## config.mk

```make
export PLATFORM = sky130hd
export DESIGN_NAME = sd_cmd_sequencer
export DESIGN_NICKNAME = d
export VERILOG_FILES = /design/src/rtl/sd_cmd_sequencer.sv
export SDC_FILE = /design/constraint.sdc
export NUM_CORES = 1
export LEC_CHECK = 0
export ABC_CLOCK_PERIOD_IN_PS = 4600
export CORE_MARGIN = 1
export CORE_UTILIZATION = 53
export DETAILED_ROUTE_END_ITERATION = 12
export PLACE_DENSITY = 0.76
export RECOVER_POWER = 50
export SLEW_MARGIN = 20
export SYNTH_ARGS = -nofsm -noshare
export SYNTH_HDL_FRONTEND = slang
export SYNTH_SLANG_ARGS = --single-unit
```

## constraint.sdc

```tcl
create_clock -name clk -period 4.6 [get_ports clk]
set_input_delay 0.92 -clock clk [delete_from_list [all_inputs] [get_ports clk]]
set_output_delay 0.92 -clock clk [all_outputs]
set_load 0.005 [all_outputs]
```

## src/rtl/sd_cmd_sequencer.sv

```systemverilog
// SD-card SPI-mode command sequencer: CS, dummy byte, 6 command bytes, R1 with timeout, optional R1b busy poll, trailer.
// Optional SD_CRC7_EN: byte5 is generated internally as {crc7, 1} instead of taken from cmd_crc.
module sd_cmd_sequencer #(
  parameter int unsigned RESP_TIMEOUT = 4096,
  parameter int unsigned BUSY_TIMEOUT = 65535
) (
  input  logic        clk,
  input  logic        reset,
  input  logic        sclk_posedge,
  input  logic        cmd_valid,
  input  logic [5:0]  cmd_index,
  input  logic [31:0] cmd_arg,
  input  logic [7:0]  cmd_crc,
  input  logic        cmd_busy,
  output logic        cmd_ready,
  output logic        resp_valid,
  output logic [7:0]  resp_r1,
  output logic        resp_timeout,
  output logic        cs_n,
  input  logic        miso,
  output logic        tx_en,
  output logic [7:0]  tx_data,
  input  logic        tx_done,
  output logic        rx_en,
  output logic        rx_reset,
  input  logic [7:0]  rx_data,
  input  logic        rx_done
);

  localparam int unsigned RT_W = $clog2(RESP_TIMEOUT + 1);
  localparam int unsigned BT_W = $clog2(BUSY_TIMEOUT + 1);

  typedef enum logic [2:0] {IDLE, PRE, SEND, RESP, BUSY, FIN} state_t;

  state_t          state;
  logic [5:0]      idx_q;
  logic [31:0]     arg_q;
  logic            busy_q;
  logic [2:0]      byte_cnt;
  logic            pend;
  logic [1:0]      skip;
  logic [RT_W-1:0] timer;
  logic [BT_W-1:0] busy_cnt;
  logic [7:0]      byte5;
  logic [7:0]      cmd_byte;
  logic            tx_ok;
  logic            rx_ok;
  logic            crc_done;

`ifdef SD_CRC7_EN
  logic [39:0] crc_sh;
  logic [6:0]  crc7;
  logic [5:0]  crc_bits;
  assign byte5    = {crc7, 1'b1};
  assign crc_done = (crc_bits == 6'd40);
`else
  logic [7:0] crc_q;
  assign byte5    = crc_q;
  assign crc_done = 1'b1;
`endif

  // skip masks the stale *_done level during the enable pulse and the cycle after it
  assign tx_ok = pend && (skip == 2'd0) && tx_done;
  assign rx_ok = (skip == 2'd0) && rx_done;

  always_comb begin
    cmd_byte = 8'hFF;
    case (byte_cnt)
      3'd0:    cmd_byte = {2'b01, idx_q};
      3'd1:    cmd_byte = arg_q[31:24];
      3'd2:    cmd_byte = arg_q[23:16];
      3'd3:    cmd_byte = arg_q[15:8];
      3'd4:    cmd_byte = arg_q[7:0];
      3'd5:    cmd_byte = byte5;
      default: cmd_byte = 8'hFF;
    endcase
  end

  always_ff @(posedge clk or posedge reset) begin
    if (reset) begin
      state        <= IDLE;
      cs_n         <= 1'b1;
      cmd_ready    <= 1'b1;
      tx_en        <= 1'b0;
      rx_en        <= 1'b0;
      rx_reset     <= 1'b0;
      resp_valid   <= 1'b0;
      resp_r1      <= 8'hFF;
      resp_timeout <= 1'b0;
      tx_data      <= 8'hFF;
      idx_q        <= '0;
      arg_q        <= '0;
      busy_q       <= 1'b0;
      byte_cnt     <= '0;
      pend         <= 1'b0;
      skip         <= '0;
      timer        <= '0;
      busy_cnt     <= '0;
`ifdef SD_CRC7_EN
      crc_sh       <= '0;
      crc7         <= '0;
      crc_bits     <= '0;
`else
      crc_q        <= '0;
`endif
    end else begin
      tx_en      <= 1'b0;
      rx_en      <= 1'b0;
      rx_reset   <= 1'b0;
      resp_valid <= 1'b0;
      if (skip != 2'd0) skip <= skip - 2'd1;

      case (state)
        IDLE: begin
          if (cmd_valid && cmd_ready) begin
            idx_q        <= cmd_index;
            arg_q        <= cmd_arg;
            busy_q       <= cmd_busy;
            cs_n         <= 1'b0;
            cmd_ready    <= 1'b0;
            resp_timeout <= 1'b0;
            pend         <= 1'b0;
`ifdef SD_CRC7_EN
            crc_sh       <= {2'b01, cmd_index, cmd_arg};
            crc7         <= '0;
            crc_bits     <= '0;
`else
            crc_q        <= cmd_crc;
`endif
            state        <= PRE;
          end
        end

        PRE: begin
`ifdef SD_CRC7_EN
          if (!crc_done) begin
            crc7     <= {crc7[5:0], 1'b0} ^ ({7{crc_sh[39] ^ crc7[6]}} & 7'h09);
            crc_sh   <= {crc_sh[38:0], 1'b0};
            crc_bits <= crc_bits + 6'd1;
          end
`endif
          if (!pend) begin
            tx_en   <= 1'b1;
            tx_data <= 8'hFF;
            pend    <= 1'b1;
            skip    <= 2'd2;
          end else if (tx_ok && crc_done) begin
            pend     <= 1'b0;
            byte_cnt <= '0;
            state    <= SEND;
          end
        end

        SEND: begin
          if (!pend) begin
            tx_en   <= 1'b1;
            tx_data <= cmd_byte;
            pend    <= 1'b1;
            skip    <= 2'd2;
          end else if (tx_ok) begin
            pend <= 1'b0;
            if (byte_cnt == 3'd5) begin
              rx_en <= 1'b1;
              skip  <= 2'd2;
              timer <= '0;
              state <= RESP;
            end else begin
              byte_cnt <= byte_cnt + 3'd1;
            end
          end
        end

        RESP: begin
          if (rx_ok) begin
            resp_r1 <= rx_data;
            if (busy_q && !rx_data[7]) begin
              busy_cnt <= '0;
              state    <= BUSY;
            end else begin
              state <= FIN;
            end
          end else if (timer == RT_W'(RESP_TIMEOUT - 1)) begin
            rx_reset     <= 1'b1;
            resp_r1      <= 8'hFF;
            resp_timeout <= 1'b1;
            state        <= FIN;
          end else if (timer != '1) begin
            timer <= timer + 1'b1;
          end
        end

        BUSY: begin
          if (sclk_posedge) begin
            if (miso) begin
              state <= FIN;
            end else if (busy_cnt == BT_W'(BUSY_TIMEOUT - 1)) begin
              resp_timeout <= 1'b1;
              state        <= FIN;
            end else begin
              busy_cnt <= busy_cnt + 1'b1;
            end
          end
        end

        FIN: begin
          if (!pend) begin
            cs_n    <= 1'b1;
            tx_en   <= 1'b1;
            tx_data <= 8'hFF;
            pend    <= 1'b1;
            skip    <= 2'd2;
          end else if (tx_ok) begin
            pend       <= 1'b0;
            resp_valid <= 1'b1;
            cmd_ready  <= 1'b1;
            state      <= IDLE;
          end
        end

        default: state <= IDLE;
      endcase
    end
  end

endmodule
```

; ---- Yosys cells after proc, flatten, opt, wreduce, memory -nomap -nowiden
; Index checks and enable logic that the tools add are counted.
[word_totals]
regBits = 108
out_inout_bits = 23
[classes]
add_sub_neg = 4
n_eq_ne = 37
muxes = 71
reduce_logical = 31
[op_table]
columns = operator, count
row1 = 16-bit 2-to-1 mux, 5
row2 = 13-bit 2-to-1 mux, 6
row3 = 3-bit 2-to-1 mux, 16
row4 = 8-bit one-hot mux with 6 select lines, 1
row5 = 2-bit != test (second input constant), 22
row6 = 8-bit 2-to-1 mux, 4
row7 = 16-bit one-hot mux with 2 select lines, 1
row8 = 13-bit one-hot mux with 2 select lines, 1
row9 = 1-bit 2-to-1 mux, 24
row10 = 3-bit one-hot mux with 6 select lines, 1
row11 = 16-bit by 1-bit adder with 16-bit output (second input constant), 1
row12 = 16-bit == test (second input constant), 1
row13 = 8-bit one-hot mux with 2 select lines, 1
row14 = 2-bit nonzero test, 8
row15 = 7-bit AND reduction, 2
row16 = 13-bit by 1-bit adder with 13-bit output (second input constant), 1
row17 = 13-bit by 12-bit == test with 1-bit output (second input constant), 1
row18 = 13-bit != test (second input constant), 1
row19 = 3-bit by 2-bit == test with 1-bit output (second input constant), 4
row20 = 3-bit == test (second input constant), 4
row21 = 6-bit AND reduction, 2
row22 = 11-bit AND reduction, 1
row23 = 2-bit 2-to-1 mux, 5
row24 = 3-bit by 1-bit == test with 1-bit output (second input constant), 2
row25 = 17 further kinds, 28

; ---- Longest topological paths before layout
; Gate-level depths: netlist of run 1.
[depth]
depth_word = 6
depth_mapped = 8
depth_no_buf = 6

; ---- Worst setup path before layout of run 1
; Ideal clock, no wire load.
[synth_timing]
path_kind = input-to-reg
start = in rx_done
end = reg busy_cnt[1]
setup_ns = 0.125
arrival_time_ns = 2.232
slack_ns = 2.243
stages = 4
cell_sequence = nor4bb_1 nand3_1 o21ai_2 mux2_2
[synth_via]
elab_chain_len = 3
[synth_lines]
columns = item, line
row1 = start: declaration, 27  ; input logic rx_done
row2 = 1-bit logical AND, 64  ; assign rx_ok = (skip == 2'd0) && rx_done;
row3 = 2-bit != test (no source line), n/a
row4 = 6-bit AND reduction (no source line), n/a
row5 = end signal: assignment, 200  ; busy_cnt <= busy_cnt + 1'b1;
row6 = end: declaration, 43  ; logic [BT_W-1:0] busy_cnt;
; Every way passes these cells.
; A chain may end at the register's enable or synchronous reset.

==> impl_metrics.ini, run 1 <==
[grt]
grt_pass1_vias = 4222
gr-total-overflow = 0
antenna_found_initial = 0
grt_pass1_wl_um = 20010
grt_max_degree = 58
grt_util_all_layers = 0.2538

[synthesis]
yosys_warnings = 0
syn_area_um2 = 5172
synth.most_common_cell = nand2_1
synth.lib_cells_used.distinct = 58
synth_area_leaders = dfrtp_1, nand2_1, dfstp_2
syn_nets = 626
async_flop_share = 1.000
yosys.area.top_type = dfrtp_1
ys.flop_type = dfrtp_1
syn_avg_cell_area_um2 = 9.303
yosysSeqAreaShare = 0.5269
synthCells = 556
yosys.area.top_type_share = 0.4354
synth_commonest_cells = nand2_1, dfrtp_1, clkbuf_1
synth_edf_count = 0
synth-seq-cells = 108

[drt]
drc = 0
routed_wl_um = 12090
vias_per_cell = 5.873
drtAntennaViolNets = 0
drtIter0Drc = 194
via_count = 4469
wl_per_cell_um = 15.88
dr.pass1.iters = 5

[setup_path]
critPathKind = in -> async
cp_data_required_time_ns = 5.06
rr_endpoint = byte_cnt[2]
start_kind = input port
r2r_slack_ns = 2.00
r2r_cells = 6
cp-end-kind = async pin
arrival_ns = 3.63
reg2reg_from = byte_cnt[1]
crit_start = reset
crit_fanout = 57

[sta]
finalSetupViolCount = 0
period_needed_ns = 3.169
worst_slack_ns = 1.431
hold_viol_final = 0
rsz0062_at_grt = no
tns_ns = 0
finClkSkew_ns = 0.02005
period_share = 0.6888
fmax_mhz = 315.6
whs_ns = 0.4839
finalMaxSlewViolations = 58
relSlewSlack = -0.6213
worst_pin_slew_ns = 2.419

[placed_design]
detailed_place_hpwl_um = 8308
placed_area_um2 = 6106
gp_congestion = 0.8300
post-place-ws_ns = 1.425
port_buffers = 84
dp_cells = 745

[cts]
cts_root_buffer = clkbuf_8
cts_setup_buffers = 0
cts_buffer_depth = 2
cts.sinks = 108
clkTransAtPathRegs_ns = 0.11
cts_resized = 0
cts_max_level = 3
cts_buffers = 9
holdBufCountCts = 0
cts_tree = yes
worst_skew_pair.late_latency_ns = 0.38

[hold_path]
hold_path_end = busy_q
min_from = busy_q
whs_path_depth = 2
hold_class = reg -> reg

[finish]
final_area_um2 = 6312
drive_above_1_share = 0.08386
multiInputGateArea_um2 = 2293
seq_area_um2 = 2725
n_antenna_cell = 0
nFillCells = 760
utilization = 0.6767
areaGrowthSynthToFinish_pct = 22.04
nets = 697
fin_cells = 761

[die]
die_x_um = 100.8
num_rows = 35
ios = 85
core_um2 = 9328
start_util = 0.5545
die-height_um = 100.8
die_area_um2 = 10160

[pwr]
power_density_nw_per_um2 = 258.7
ir_drop_mv = 0.1728
leakagePower_nw = 2.822
p_total_mw = 1.633

[job]
maxCapViolCount = 1

[run_status]
violations = capacitance limit, slew limit
status = complete, but fails checks
-- worst max-delay path: stages --
cell and delay, ns:
dlygate4sd3_1 0.54, clkinvlp_2 1.38, clkbuf_2 0.76
-- report_power, final --
group | switching, mW | total (mW) | internal [mW]
sequential | 0.00171 | 0.953 | 0.951
clock | 0.378 | 0.601 | 0.223
combinational | 0.0301 | 0.0791 | 0.0490
total | 0.410 | 1.63 | 1.22
-- how the worst max path moves through the flow --
| stage | endpoint | slack, ns | depth (start not counted) |
|---|---|---|---|
| after CTS | busy_cnt[1] | 1.83 | 5 |
| after detailed placement | busy_cnt[1] | 1.43 | 5 |
| after global routing | arg_q[15] | 0.94 | 3 |
| after floorplan | arg_q[0] | 0.86 | 1 |
| after global placement | busy_cnt[1] | 1.50 | 5 |
| final | arg_q[15] | 1.43 | 3 |
-- final cells by class --
cell class              count  area share
flip-flops and latches    108      0.4317
inverters                  16    0.009713
repair buffers             87      0.1364
multi-input cells         405      0.3633
clock inverters             7     0.01368
clock buffers               9     0.01962
well taps                 129     0.02557
-- cell families after synthesis --
| logic type | share of synthesized area |
|---|---|
| flops | 0.5268 |
| buf+inv | 0.03145 |
| mux | 0.01621 |
| simple gates | 0.2458 |
| fa+ha+maj | 0.01935 |
| compound gates | 0.1604 |
-- sequential cells by signal (all words and copies together) (netlist names), 2 cells and up --
| register | flops |
|---|---|
| arg_q | 32 |
| busy_cnt | 16 |
| byte5 | 8 |
| byte_cnt | 3 |
| idx_q | 6 |
| resp_r1 | 8 |
| skip | 2 |
| state | 3 |
| timer | 13 |
| tx_data | 8 |
-- routing by layer --
metal  vias up  global-route usage  wire length (um)
met2       164              0.4215              5994
met1      2183              0.3376              5199
met3        11             0.05201               725
li1       2111                   -                 -
met4         0             0.07469               167
met5         -                   0                 0
-- placed cells by master (no fill, tap or decap), types with 3 or more instances in the layout --
cell,instances
o211ai_1,5
nor3b_1,4
or2_2,3
a21boi_0,3
or4_1,10
a2bb2oi_1,3
or3_1,5
o21ai_0,23
nand2b_1,6
a222oi_1,6
nand2_1,173
o31ai_1,6
dlygate4sd3_1,6
inv_8,4
clkbuf_8,9
nor2b_1,5
a31oi_1,18
nor3_1,12
o22a_1,15
dfrtp_1,90
clkdlybuf4s50_1,78
nand3_1,16
mux2i_1,5
ha_1,8
inv_1,15
dfstp_2,18
a22oi_1,7
a221oi_1,3
mux2_2,3
a21oi_1,12
nor2_1,11
nand4_1,7
Power figures use the tool's default switching activity.
==> inputs of run 2 (changes only) <==
--- a/config.mk
+++ b/config.mk
@@ -5,11 +5,11 @@
 export SDC_FILE = /design/constraint.sdc
 export NUM_CORES = 1
 export LEC_CHECK = 0
-export ABC_CLOCK_PERIOD_IN_PS = 4600
+export ABC_CLOCK_PERIOD_IN_PS = 2700
 export CORE_MARGIN = 1
-export CORE_UTILIZATION = 53
+export CORE_UTILIZATION = 48
 export DETAILED_ROUTE_END_ITERATION = 12
-export PLACE_DENSITY = 0.76
+export PLACE_DENSITY = 0.73
 export RECOVER_POWER = 50
 export SLEW_MARGIN = 20
 export SYNTH_ARGS = -nofsm -noshare
==> constraint.sdc (replaced) <==
create_clock -name clk -period 2.7 [get_ports clk]
set_input_delay 0.54 -clock clk [delete_from_list [all_inputs] [get_ports clk]]
set_output_delay 0.54 -clock clk [all_outputs]
set_load 0.005 [all_outputs]
==> impl_metrics.ini, run 2 (same netlist as run 1, synthesis figures left out) <==
[setup_path]
cp-end-kind = flip-flop
max_stage_delay_ns = 0.42
crit_family = compound AO/OA/AOI/OAI gates
critPathBufInv = 2
cp_slowest_cell = dfrtp_1
path_cells = inv_1, ha_1, and2_1, a21oi_1, a2111oi_1, buf_4, mux2i_1
arrival_ns = 2.67
critPathKind = reg -> reg
reg2reg_from = byte_cnt[1]
crit_fanout = 11
cp_data_required_time_ns = 3.00
rr_endpoint = timer[1]
start_kind = flip-flop
r2r_slack_ns = 0.33
r2r_cells = 7

[placed_design]
port_buffers = 84
placed_area_um2 = 6259
dp_cells = 766
gp_congestion = 0.8348
detailed_place_hpwl_um = 8896
post-place-ws_ns = 0.2559

[cts]
cts_setup_buffers = 0
cts_resized = 0
cts_root_buffer = clkbuf_8
cts_max_level = 3
cts_buffer_depth = 2
clkTransAtPathRegs_ns = 0.11
cts_tree = yes
worst_skew_pair.late_latency_ns = 0.38
holdBufCountCts = 0
cts_buffers = 9
cts.sinks = 108

[finish]
nets = 711
final_area_um2 = 6457
final_cell_mix = nand2_1, dfrtp_1, clkdlybuf4s50_1
largest_register_ffs = 32
n_antenna_cell = 0
fin_cells = 782
final_common_cell = nand2_1
nFillCells = 906
areaGrowthSynthToFinish_pct = 24.84
regMostFlops = arg_q
largestRegisters = arg_q (32), busy_cnt (16), timer (13)
utilization = 0.6227
drive_above_1_share = 0.09907

[hold_path]
whs_path_depth = 2
hold_class = reg -> reg
hold_path_end = busy_q
min_from = busy_q

[drt]
drtAntennaViolNets = 0
wl_per_cell_um = 15.81
dr.pass1.iters = 5
vias_per_cell = 5.687
drtIter0Drc = 276
drc = 0
routed_wl_um = 12360
via_count = 4447

[job]
maxCapViolCount = 0

[die]
core_um2 = 10370
die-height_um = 105.8
start_util = 0.4988
ios = 85
die_x_um = 105.8
num_rows = 37
die_area_um2 = 11190

[sta]
tns_ns = 0
finalSetupViolCount = 0
hold_viol_final = 0
relSlewSlack = 0.03452
worst_slack_ns = 0.3306
rsz0062_at_grt = no
period_share = 0.8775
worst_pin_slew_ns = 1.440
finalMaxSlewViolations = 0
whs_ns = 0.4801
period_needed_ns = 2.369
fmax_mhz = 422.1
finClkSkew_ns = 0.01381

[pwr]
leakagePower_nw = 2.895
p_total_mw = 2.881
power_density_nw_per_um2 = 446.1
ir_drop_mv = 0.2784

[grt]
grt_util_all_layers = 0.2363
grt_max_degree = 48
grt_pass1_vias = 4470
antenna_found_initial = 0
grt_pass1_wl_um = 21010
gr-total-overflow = 0

[run_status]
status = completed
==> run 2: area by class of cell <==
cell class | instances | area, um^2 | area share
timing repair buffer | 101 | 977.2 | 0.1513
sequential | 108 | 2725 | 0.4220
tap | 136 | 170.2 | 0.02635
clock inverter | 6 | 92.59 | 0.01434
clock buffer | 10 | 137.6 | 0.02131
multi-input combinational | 405 | 2293 | 0.3552
inverter | 16 | 61.31 | 0.009494
==> run 2: worst reg2reg max path, cell delays in order (launching register included) <==
cell and delay [ns]:
dfrtp_1 0.42, inv_1 0.11, ha_1 0.42, and2_1 0.31
a21oi_1 0.14, a2111oi_1 0.42, buf_4 0.27, mux2i_1 0.21
==> run 2: metal layers <==
layer	vias up	global-route usage	routed length, um
li1	2136	-	-
met5	-	0	0
met4	0	0.06944	178
met3	14	0.04453	635
met2	161	0.4043	6205
met1	2136	0.3042	5340
==> run 2: power breakdown <==
part | total [mW] | switching (mW) | internal, mW
Combinational | 0.137 | 0.0509 | 0.0861
Clock | 1.12 | 0.565 | 0.556
Sequential | 1.62 | 0.00312 | 1.62
==> run 2: worst max path at each step <==
stage | startpoint | endpoint | slack, ns | cells after the start
finish | byte_cnt[1] | timer[1] | 0.33 | 7
global route | byte_cnt[1] | timer[1] | 0.16 | 7
CTS | byte_cnt[1] | timer[1] | 0.38 | 7
detailed placement | tx_done | timer[1] | 0.26 | 6
global placement | rx_done | busy_cnt[1] | 0.36 | 5
floorplan | byte_cnt[1] | timer[6] | 0.59 | 8
==> RTL change 1 (flow settings as in run 1) <==
Build with the macro `SD_CRC7_EN` defined.
--- a/src/rtl/sd_cmd_sequencer.sv
+++ b/src/rtl/sd_cmd_sequencer.sv
@@ -2,2 +2,4 @@
 // Optional SD_CRC7_EN: byte5 is generated internally as {crc7, 1} instead of taken from cmd_crc.
+`define SD_CRC7_EN
+
 module sd_cmd_sequencer #(
Behaviour: not the same (Yosys sat finds a counterexample within 10 cycles, from zero or initial values and one cycle with reset high).
==> RTL change 1 against run 1 <==
  * The run still ends with capacitance limit, slew limit left
  * Wire length up 35%
  * Total power grew 72%
  * Via count up 29%
  * Design area up 37%
  * Synthesized area up 40%
  * Worst setup slack got worse by 0.17 ns
  * Die area increased by 39%
  * Sequential cell count increased by 45
  * Critical endpoint is now crc7[5]$_DFFE_PP0P_
==> RTL change 1: results (changes against run 1) <==
- sequential area share after synthesis: 53.34%, +0.66 points
- wire length of the first global-routing pass: 27830 um, +39%
- Non-Clock Buffer Count: 84, -3.4%
- number of I/O port buffers: 76, -9.5%
- maximum vdd ir drop: 0.2227 mV, +29%
- Clock Skews: 0.01064 ns, -0.009412 ns
- layout multi-input combinational cell count: 555, +37%
- number of cells on the worst reg-to-reg path: 5, -1
- vias in the first global route: 5870, +39%
- routed length on met3: 671 um, -7.4%
- share of the final layout cell area in multi-input gates: 36.67%, +0.33 points
- post-detail-place hpwl: 10840 um, +31%
- final critical path time including I/O delays and setup: 3.342 ns, +0.1732 ns
- transition at the pin with the smallest max-transition slack: 2.063 ns, -0.3561 ns
- Synth Area in XOR/XNOR: 1.577%, +1.6 points
- worst setup slack before clock tree synthesis: 1.246 ns, -0.1789 ns
- Clock-cell share: 6.592%, +3.3 points
- minimum setup slack among reg-to-reg paths: 1.57 ns, -0.43 ns
- via count normalized by instance count: 5.727, -2.5%
- inverters: 8, -8
- post-synthesis compound-gate area fraction: 12.84%, -3.2 points
- largest net degree at the start of global routing: 125, +120%
- Hold Slack: 0.4678 ns, -0.01614 ns
- Max Slew Vio Count: 49, -16%
- routed length on met1: 7202 um, +39%
- met3 usage: 4.923%, -0.28 points
- most common library cells after synthesis: 210 x sky130_fd_sc_hd__nand2_1, 135 x sky130_fd_sc_hd__dfrtp_1, 70 x sky130_fd_sc_hd__o21ai_0
- routability cong.: 0.8408, +1.3%
- Placed Instance Area: 8119 um2, +33%
- clock transition at the register clock pins on the worst setup and hold paths after CTS: 0.06 ns, -0.05 ns
- met2 GRT Util: 41.85%, -0.30 points
- per-instance average area after synthesis: 9.512 um2, +2.2%
- portion of netlist area occupied by mux cells: 6.672%, +5.1 points
- Clock Power Share: 48.2%, +11 points
- Clock Buffer Count: 20, +11
- portion of the layout cell area used by non-clock buffers: 9.448%, -4.2 points
- Global Route met1 Usage: 31.84%, -1.9 points
- end point of the critical path: crc7[5]$_DFFE_PP0P_
- failing checks: capacitance limit, slew limit
- result of the run: finished with violations
- nets@finish: 891, +28%
- registers with the most flip-flops: crc_sh: 40 flops, arg_q: 32 flops, busy_cnt: 16 flops
- power density cells: 324.5 nW/um2, +25%
- share of cells above drive strength 1: 8.534%, +0.15 points
- cell types with the largest area share after synthesis: sky130_fd_sc_hd__dfrtp_1 47%, sky130_fd_sc_hd__nand2_1 11%, sky130_fd_sc_hd__dfstp_2 6.6%, sky130_fd_sc_hd__mux2i_1 5.3%, sky130_fd_sc_hd__o21ai_0 4.9%
- arrival time of data at the critical path endpoint: 3.69 ns, +0.06 ns
- maximum capacitance violations: 1, unchanged
- Hold Crit Endpoint: arg_q[24]$_DFFE_PP0P_
- flip-flop and latch count: 153, +42%
- cts bufs inserted: 17, +8
[RTL change 1: cell count changes after synthesis, sizes merged, moves of 7 or more]
cell | before | now
nand2 | 173 | 210
clkbuf | 24 | 33
xor2 | 0 | 7
dfrtp | 90 | 135
nor2 | 12 | 38
mux2i | 5 | 38
buf | 3 | 10
inv | 16 | 8
o21ai | 24 | 70
a31oi | 18 | 6
[RTL change 1: critical path: stages]
cell and delay [ns]:
sky130_fd_sc_hd__dlygate4sd3_1 0.55, sky130_fd_sc_hd__nand3b_1 0.17, sky130_fd_sc_hd__or3_1 0.17, sky130_fd_sc_hd__clkbuf_1 1.49
sky130_fd_sc_hd__nand3_1 0.22, sky130_fd_sc_hd__nand2_1 0.16
[RTL change 1: cells by family after synthesis]
logic type,count (synthesis)
flip-flops,153
adder cells (fa/ha/maj),10
buffers and inverters,51
XOR/XNOR,13
AND/OR/NAND/NOR,337
multiplexers,47
AO/OA/AOI/OAI,148
==> RTL change 2 (config.mk and constraints of run 1) <==
Made on the original files. One comparison of `busy_cnt` changes from == to >=.
--- a/src/rtl/sd_cmd_sequencer.sv
+++ b/src/rtl/sd_cmd_sequencer.sv
@@ -195,3 +195,3 @@
               state <= FIN;
-            end else if (busy_cnt == BT_W'(BUSY_TIMEOUT - 1)) begin
+            end else if (busy_cnt >= BT_W'(BUSY_TIMEOUT - 1)) begin
               resp_timeout <= 1'b1;
Behaviour: same outputs for any inputs over 10 cycles, from zero or initial values and one cycle with reset high; that may be too few to reach the edited logic, so the function may still have changed.
==> RTL change 2 against run 1 <==
  * The run still ends with capacitance limit, slew limit left
  * Design area fell by 1.5%
  * Wire length fell by 5.7%
  * Die area fell by 1.5%
  * Synthesized area fell by 1.6%
  * Synthesized cell count fell by 18%
  * Worst setup slack improved by 0.0028 ns
  * Sequential cell count did not move
Power is not compared: it rests on default switching activity, and its combinational part moved more than twofold at a synthesized area within 25%.
==> RTL change 2: results (changes against run 1) <==
- most common library cells after synthesis: 90 x sky130_fd_sc_hd__dfrtp_1, 56 x sky130_fd_sc_hd__mux2_2, 36 x sky130_fd_sc_hd__nand2_1
- share of cells above drive strength 1: 18.47%, +10 points
- P_seq: 1.61 mW
- maximum fanout along the worst path: 66, +16%
- Max Slew Vio Count: 67, +16%
- vias in the first global route: 4023, -4.7%
- Leak Pwr: 2.504 nW
- failing checks: capacitance limit, slew limit
- maximum capacitance violations: 1, unchanged
- clock transition at the register clock pins on the worst setup and hold paths after CTS: 0.11 ns, about the same
- registers with the most flip-flops: arg_q: 32 flops, busy_cnt: 16 flops, timer: 13 flops
- wire length of the first global-routing pass: 19690 um, -1.6%
- Worst path top cell family by delay: buffers and inverters
- number of cells on the worst reg-to-reg path: 7, +1
- wire per inst: 17.13 um, +7.9%
- count of distinct cell types in the synthesized netlist: 60, +3.4%
- worst setup slack before clock tree synthesis: 1.431 ns, +0.005500 ns
- number of enable flip-flop cells after synthesis: 0, unchanged
- power density cells: 528.6 nW/um2
- initial antenna violation count: 0, unchanged
- Hold Slack: 0.4838 ns, -0.00009600 ns
- Overall Global Routing Usage: 25.21%, -0.17 points
- largest net degree at the start of global routing: 67, +16%
- total detailed-routing wirelength: 11390 um, -5.7%
- Critical R2R Launch: byte_cnt[1]$_DFFE_PP0P_
- endpoint of the lowest-slack register-to-register path: timer[11]$_DFFE_PP0P_
- cts bufs inserted: 9, unchanged
- result of the run: finished with violations
- per-instance average area after synthesis: 11.21 um2, +21%
- Inserted Diodes: 0, unchanged
- Hold Crit Endpoint: cs_n$_DFFE_PP1P_
- Worst Hold Launch: cs_n$_DFFE_PP1P_
- NetSw: 1.105 mW
- synthesized net count: 524, -16%
- Clock Skews: 0.01817 ns, -0.001880 ns
- H-Tree Level Count: 3, unchanged
- minimum setup slack among reg-to-reg paths: 1.88 ns, -0.12 ns
- worst hold path cell count: 2, unchanged
- cell types with the largest area share after synthesis: sky130_fd_sc_hd__dfrtp_1 44%, sky130_fd_sc_hd__mux2_2 12%, sky130_fd_sc_hd__dfstp_2 9.3%, sky130_fd_sc_hd__o21ai_0 2.8%, sky130_fd_sc_hd__nand2_1 2.7%
- routability cong.: 0.8727, +5.1%
- count of routing violations after the opening detailed-route iteration: 132, -32%
- cell with the largest stage delay on the worst path: sky130_fd_sc_hd__clkinvlp_2
- switching share of total power: 33.64%
- hold crit path type: register to register
- post-detail-place hpwl: 8111 um, -2.4%
- FILL cells: 751, -1.2%
- Placed Instance Area: 6045 um2, -1.0%
- CTS resizes: 0, unchanged
- number of buffers inserted by post-CTS setup repair: 0, unchanged
- Max Root-Sink Buffers: 2, unchanged
- transition at the pin with the smallest max-transition slack: 2.839 ns, +0.4200 ns
- via count normalized by instance count: 5.794, -1.3%
- maximum vdd ir drop: 0.2844 mV
- nets@finish: 601, -14%
- cell count after placement: 649, -13%
- slowest stage delay, CP: 1.61 ns, +0.23 ns
- sequential area share after synthesis: 53.53%, +0.84 points
- arrival time of data at the critical path endpoint: 3.67 ns, +0.04 ns
- power share of the combinational group: 33.9%
[RTL change 2: cell types whose count changed after synthesis, sizes merged, moves of 5 or more]
cell,change
nand2,-137
mux2,+54
nor2,+21
a31oi,-9
clkbuf,-9
inv,-8
o21ai,+7
or4,-7
nor3,-6
o22a,-6
a222oi,-5
a41oi,+5
xnor2,+5
[RTL change 2: layer usage]
layer / share of wire [%] / vias up / track usage (%)
li1: - / 1830 / -
met1: 43 / 1918 / 32.16
met2: 51 / 93 / 42.65
met3: 4.7 / 12 / 6.337
met4: 1.6 / 0 / 7.469
met5: 0 / - / 0
[RTL change 2: kinds of logic after synthesis]
group	share of synthesized area, %
compound gates	13.79
xor+xnor	1.204
fa+ha+maj	1.966
buf+inv	2.310
flops	53.53
mux	12.80
simple gates	14.40
[RTL change 2: worst max path at each step]
| stage | cells after the start | to | slack, ns | startpoint |
|---|---|---|---|---|
| after floorplan | 1 | arg_q[0]$_DFFE_PP0P_ | 0.86 | reset |
| after global placement | 5 | busy_cnt[3]$_DFFE_PP0P_ | 1.55 | rx_done |
| after detailed placement | 5 | busy_cnt[3]$_DFFE_PP0P_ | 1.43 | rx_done |
| after CTS | 5 | busy_cnt[3]$_DFFE_PP0P_ | 1.86 | rx_done |
| after global routing | 3 | tx_data[0]$_DFFE_PP1P_ | 0.96 | reset |
| final | 3 | tx_data[0]$_DFFE_PP1P_ | 1.43 | reset |
[RTL change 2: final cells by class]
cell class	instances	area share, %
Timing Repair Buffer	88	14.01
Tap cell	129	2.597
Multi-Input combinational cell	316	36.10
Sequential cell	108	43.85
Inverter	8	0.5033
Clock buffer	10	2.054
Clock inverter	6	0.8858
